File: src/rtl/asic_function_sequencer.sv
// asic_function_sequencer: round-robin sharing of one ASIC nonlinear-function port between two requesters.
module asic_function_sequencer #(
  parameter int DATA_WIDTH    = 32,
  parameter int SETTLE_CYCLES = 8,
  parameter int COUNT_WIDTH   = 16
) (
  input  logic                   S_AXI_ACLK,
  input  logic                   rst,
  input  logic                   enable,
  input  logic                   req0_valid,
  input  logic [DATA_WIDTH-1:0]  req0_data,
  output logic                   req0_ready,
  input  logic                   req1_valid,
  input  logic [DATA_WIDTH-1:0]  req1_data,
  output logic                   req1_ready,
  output logic                   rsp_valid,
  input  logic                   rsp_ready,
  output logic [DATA_WIDTH-1:0]  rsp_data,
  output logic                   rsp_id,
  output logic [DATA_WIDTH-1:0]  asic_data_out,
  output logic                   asic_start,
  input  logic [DATA_WIDTH-1:0]  asic_data_in,
  output logic                   busy,
  output logic [COUNT_WIDTH-1:0] done_count
);
  typedef enum logic [2:0] {IDLE, DRIVE, SETTLE, CAPTURE, RESPOND} state_t;
  localparam logic [7:0] SETTLE_LOAD = 8'(SETTLE_CYCLES - 1);
  state_t state, state_nxt;
  logic last_grant, grant_id, grant, pick1;
  logic [7:0] cnt;
  always_comb begin
    pick1 = req1_valid && (!req0_valid || !last_grant);
    grant = (state == IDLE) && enable && (req0_valid || req1_valid);
    state_nxt = state == IDLE    ? (grant ? DRIVE : IDLE) :
                state == DRIVE   ? SETTLE :
                state == SETTLE  ? (cnt == 8'd0 ? CAPTURE : SETTLE) :
                state == CAPTURE ? RESPOND :
                state == RESPOND ? (rsp_ready ? IDLE : RESPOND) : IDLE;
  end
  assign req0_ready = grant && !pick1;
  assign req1_ready = grant && pick1;
  assign asic_start = state == DRIVE;
  assign busy       = state != IDLE;
  assign rsp_valid  = state == RESPOND;
  always_ff @(posedge S_AXI_ACLK)
    if (rst) state <= IDLE;
    else     state <= state_nxt;
  // operand is sampled only on the grant edge and left in place after completion
  always_ff @(posedge S_AXI_ACLK) begin
    if (rst) begin
      asic_data_out <= '0;
      rsp_data      <= '0;
      rsp_id        <= 1'b0;
      done_count    <= '0;
      last_grant    <= 1'b1;
      grant_id      <= 1'b0;
      cnt           <= 8'd0;
    end else begin
      if (grant) begin
        asic_data_out <= pick1 ? req1_data : req0_data;
        grant_id      <= pick1;
      end
      if (state == DRIVE) cnt <= SETTLE_LOAD;
      else if (state == SETTLE && cnt != 8'd0) cnt <= cnt - 8'd1;
      if (state == CAPTURE) begin
        rsp_data <= asic_data_in;
        rsp_id   <= grant_id;
      end
      if (rsp_valid && rsp_ready) begin
        last_grant <= grant_id;
        done_count <= done_count + 1'b1;
      end
    end
  end
endmodule

File: config.mk
export PLATFORM = sky130hd
export DESIGN_NAME = asic_function_sequencer
export DESIGN_NICKNAME = d
export VERILOG_FILES = /design/src/rtl/asic_function_sequencer.sv
export SDC_FILE = /design/constraint.sdc
export NUM_CORES = 1
export LEC_CHECK = 0
export ABC_AREA = 1
export BUFFER_PORTS_ARGS = -buffer_cell sky130_fd_sc_hd__buf_4
export CORE_MARGIN = 3
export CORE_UTILIZATION = 27
export DETAILED_ROUTE_END_ITERATION = 8
export HOLD_SLACK_MARGIN = 0.1
export SETUP_SLACK_MARGIN = 0.5
export SLEW_MARGIN = 20
export SYNTH_ARGS = -nofsm -noshare
export SYNTH_HDL_FRONTEND = slang
export SYNTH_SLANG_ARGS = --single-unit
File: constraint.sdc
create_clock -name S_AXI_ACLK -period 1.6 [get_ports S_AXI_ACLK]
set_clock_uncertainty 0.2 [all_clocks]
set_input_delay 0.16 -clock S_AXI_ACLK [delete_from_list [all_inputs] [get_ports S_AXI_ACLK]]
set_output_delay 0.16 -clock S_AXI_ACLK [all_outputs]
set_load 0.05 [all_outputs]
After elaboration in Yosys (flattened, before gate mapping)
Cells that the tools add are included.

word-level totals
  bits in registers = 94
  memories = 0
  bits in read-only memories = 0
  memory bits (writable) = 0
  logic and storage cells = 44
  input bits = 102
  bits in latches = 0
  output and inout port bits = 86

operators by class
  order comparisons = 0
  reduce and logical (&&, ||, !) cells = 18
  bitwise logic cells = 0
  shift-type cells = 0
  multipliers = 0
  equal/unequal tests = 4
  mux-type cells = 11
  $add $sub $neg = 2
  divide/modulo/power cells = 0

operator list
  cell                   number
  $mux 32                1
  $mux 3                 8
  $add 16x1->16 const B  1
  $logic_not 8->1        1
  $reduce_bool 8->1      1
  $sub 8x1->8 const B    1
  $logic_and 1x1->1      7
  $eq 3x2->1 const B     2
  $eq 3x1->1 const B     1
  $eq 3x3->1 const B     1
  $logic_not 1->1        3
  $logic_not 3->1        1
  $reduce_bool 3->1      1
  $logic_or 1x1->1       2
  $mux 1                 2
  $reduce_bool 2->1      1
  $reduce_or 2->1        1

Depth between registers and ports, before layout
  depth in word-level cells = 6
  gate-level depth with buffers = 9
  mapped depth without buffers = 9

Worst setup path before layout
Ideal clock, no wire load.

  path kind = register to output
  start point = register state[0]
  end point = output req0_ready
  arrival = 1.653 ns
  path slack = -0.413 ns
  buffers on the path = 1
  stages on the path, launching flop included = 7
  required time = 1.240 ns
  cells stage by stage = dfxtp_1 -> nor2_4 -> nand3_2 -> nor2_8 -> inv_4 -> buf_6 -> nor2_1

on the way
  longest elaborated chain between the ends = 4

RTL lines
  element                         RTL line  RTL
  from (decl)                     28        state_t state, state_nxt;
  from (signal assigned)          47        else state <= state_nxt;
  $logic_not 3->1                 33        grant = (state == IDLE) && enable && (req0_valid || req1_valid);
  $logic_and 1x1->1 (2 in a row)  33
  $logic_and 1x1->1               40        assign req0_ready = grant && !pick1;
  to (decl)                       12        output logic req0_ready,

Every way passes these cells.

Worst setup path in the final report
  start point = register state[0]
  end point = output asic_start

on the way
  longest elaborated chain between the ends = 1

RTL lines
  element     RTL line  RTL
  $eq 3x1->1  42        assign asic_start = state == DRIVE;
  to (decl)   21        output logic asic_start,

Every way passes these cells.

==> results.tsv <==
stage	metric	value	unit
route	drt initial violations	186	
pwr	NetSw	1.83	mW
yosys	compound-gate portion of the synthesized area	11.3	%
placed_design	pre-CTS setup slack	0.0661	ns
yosys	Yosys top cell area share	44.3	%
yosys	Synth async-reset ratio	0	%
worst_setup_path	worst-path maximum fanout	2	
sta	final worst-path cycle share	106	%
pwr	VDD IR-drop max	517	uV
min_path	min-delay src	rsp_ready	
min_path	HP Class	in -> reg	
floorplanning	die footprint	0.0173	mm2
status	status	finished, violations left	
worst_setup_path	CP Capture Type	primary output	
route	WL final	19.6	mm
global_routing	global-route layer with the greatest usage	met2	
cells_and_area	share of layout cells above drive strength 1	58.4	%
pwr	Comb power frac	27.0	%
worst_setup_path	Slowest-stage cell, CP	dfxtp_2	
clock_network	worst skew pair latency	0.34	ns
worst_setup_path	reg2reg end	asic_data_out[2]	
cells_and_area	ant diodes	0	
global_routing	met3 usage	5.63	%
pwr	clock power share	33.5	%
yosys	sequential-to-total area share from yosys stat	44.3	%
yosys	synth top area cells	dfxtp_1, nand2_1, nor2_1, a21oi_1, o21ai_0	
yosys	multiplexer share of the synthesized area	0	%
worst_setup_path	R2R Path Start	state[0]	
route	vias per cell	4.57	
yosys	Netlist cell types	26	
yosys	Avg Inst Size Synth	6.73	um2
clock_network	CTS root buffer	clkbuf_16	
clock_network	CTS Buffer Depth	2	
route	Residual DRC	0	
yosys	ys flop type	dfxtp_1	
sta	Rel. slew slack	57.2	%
pwr	switch share	29.9	%
global_routing	GR Layer Usage met2	36.8	%
yosys	Synth Cell Area	0.00424	mm2
yosys	cell taking the most area after synthesis	dfxtp_1	
sta	Final TNS setup	-1.02	ns
clock_network	total CTS buffers	9	
cells_and_area	fillers	1147	
worst_setup_path	most used cell, CP	buf_6	
sta	RSZ-0062 raised after global routing	yes	
floorplanning	Die W	131	um
cells_and_area	Area Overhead vs Synth	136	%
global_routing	GR met1 Demand/Resource	23.6	%
yosys	Post-Synth Adder-Cell Area	0.884	%
yosys	Post-Synth XOR/XNOR Area	0.206	%
yosys	Syn Inst Count	631	
status	violated checks	negative hold slack, negative setup slack	
worst_setup_path	CP Data Arrival Time	1.33	ns
sta	Hold Slack	-0.0908	ns
worst_setup_path	Startpoint Class	flop	
placed_design	Post-DP HPWL	8.81	mm
pwr	Int Power	4.30	mW
sta	Setup WS post-layout	-0.0947	ns
route	drt first pass iters	5	
yosys	syn nets	736	
global_routing	GRT Resource Usage Total	20.6	%
sta	fmax	590	MHz
worst_setup_path	critical path class	reg -> out	
pwr	power per cell area	611	mW/mm2
worst_setup_path	Critical Path, Cell by Cell	buf_4, buf_6, buf_6, nand2_8, clkinvlp_4, buf_8	
global_routing	global-route wire length before repair	29.1	mm
worst_setup_path	R2R setup slack	-0.06	ns
sta	Period minus WS final	1.69	ns
sta	Least-Margin Pin Slew	0.642	ns
global_routing	vias in the first global route	5706	
pwr	Static Leakage	4.44	nW
yosys	Post-synth EDFFs	0	
yosys	#FFs+latches synth	94	
placed_design	RePlAce Congestion	0.768	
yosys	YS warnings	0	
cells_and_area	Final Util	65.4	%
worst_setup_path	WP data required	1.24	ns
route	drt wl/cell	16.2	um
floorplanning	initial core utilization	27.7	%
clock_network	Hold Buf Count CTS	96	
sta	Final Setup Violations	33	
sta	max-slew violation count	0	
worst_setup_path	slowest cell delay on critical path	0.34	ns
yosys	post-synthesis simple-gate area fraction	35.6	%
sta	Hold Fails Final Rpt	1	
global_routing	initial antenna violation count	0	
floorplanning	IO Count	188	
global_routing	largest net degree at the start of global routing	51	
floorplanning	die height	131	um
floorplanning	# rows	45	
placed_design	Port Buffer Count	187	
worst_setup_path	R2R depth	9	
min_path	Hold Path Stages	3	
clock_network	Worst-path clk slew	0.07	ns
min_path	hold endpoint	state[2]	
cells_and_area	nets	1099	
clock_network	htree depth	3	
clock_network	CTS tree	done	
route	remaining antenna violation count after routing	0	
floorplanning	core box area	0.0153	mm2
global_routing	GR Overflow Total	0	
route	DR vias	5528	
pwr	Seq pwr share	39.5	%
yosys	combinational family with the most area after synthesis	simple AND/OR/NAND/NOR gates	
clock_network	CTS sink count	94	
run	Max-Cap Viols	0	
[metal layers]
layer / wire length (um) / part of all wire, %
met5: 0 / 0
met4: 502 / 2.6
met3: 1320 / 6.7
met2: 10100 / 51
met1: 7700 / 39
[cell usage after synthesis (2+ instances only)]
master / count
inv_1: 37
or2_2: 2
dfxtp_1: 94
buf_6: 9
buf_2: 3
clkbuf_1: 14
nor3_1: 5
nor2_1: 105
inv_2: 2
nand4_1: 2
nand3_1: 16
a21oi_1: 49
o21ai_0: 42
ha_1: 3
nor2_4: 5
nand2_1: 233
[through the flow]
stage	cell area (um2)	std cells	power (mW)
CTS	9330	1188	6.06
global route	10000	1210	6.41
global placement	6140	1015	3.45
floorplan	4450	631	3.06
detailed placement	6140	1015	3.45
finish	10000	1210	6.13
[worst max path at each step]
stage | from | to | depth (start not counted)
after CTS | last_grant | req0_ready | 6
final | state[0] | asic_start | 6
after floorplan | state[1] | req0_ready | 6
after global placement | done_count[0] | done_count[8] | 8
after detailed placement | state[1] | req0_ready | 6
after global routing | state[0] | req1_ready | 5
[flip-flops by register name (all words and copies together), names as in the netlist]
name and flops:
asic_data_out 32, rsp_data 32, done_count 16, cnt 8, state 3, grant_id 1, last_grant 1, rsp_id 1
[layout make-up]
cell class              count  area [um2]  share of cell area [%]
well taps                 211         264                    2.63
clock inverters             6        45.0                   0.450
flip-flops and latches     94        2070                    20.7
inverters                  40         196                    1.96
multi-input cells         470        3010                    30.1
clock buffers              10         239                    2.39
repair buffers            379        4190                    41.8
[cells by family after synthesis]
family / Yosys count
buffers and inverters: 67
adder cells (fa/ha/maj): 3
flip-flops: 94
AO/OA/AOI/OAI: 94
AND/OR/NAND/NOR: 372
XOR/XNOR: 1
[cells in the final DEF (no fill, tap or decap), types with 26 or more instances in the layout]
master / instances
nand2_1: 185
dfxtp_2: 55
buf_8: 87
nor2_1: 53
buf_4: 154
dfxtp_4: 32
a21oi_2: 36
nor2_4: 44
inv_1: 30
nand2_4: 26
dlygate4sd3_1: 96
[critical path: cells and delay by family (launching register included)]
family                 cells  cell delay (ns)
buffers and inverters      5             0.61
flip-flops                 1             0.34
AND/OR/NAND/NOR            1             0.06
[what timing repair did]
action | 4_1_cts | 5_1_grt
cloned | 11 | 1
hold endpoints to repair | 67 | 1
setup endpoints to repair | 180 | 180
buffers inserted | 50 | 21
resized for setup | 428 | 133
pin swaps | 69 | 39
[power by group through the flow]
stage | registers, mW | clock network, mW | logic (mW)
2_1_floorplan | 2.65 | 0 | 0.408
3_3_place_gp | 2.47 | 0 | 0.981
3_5_place_dp | 2.47 | 0 | 0.982
4_1_cts | 2.44 | 2.14 | 1.48
5_1_grt | 2.43 | 2.22 | 1.76
6_report | 2.42 | 2.05 | 1.65
(Power assumes the default switching activity.)
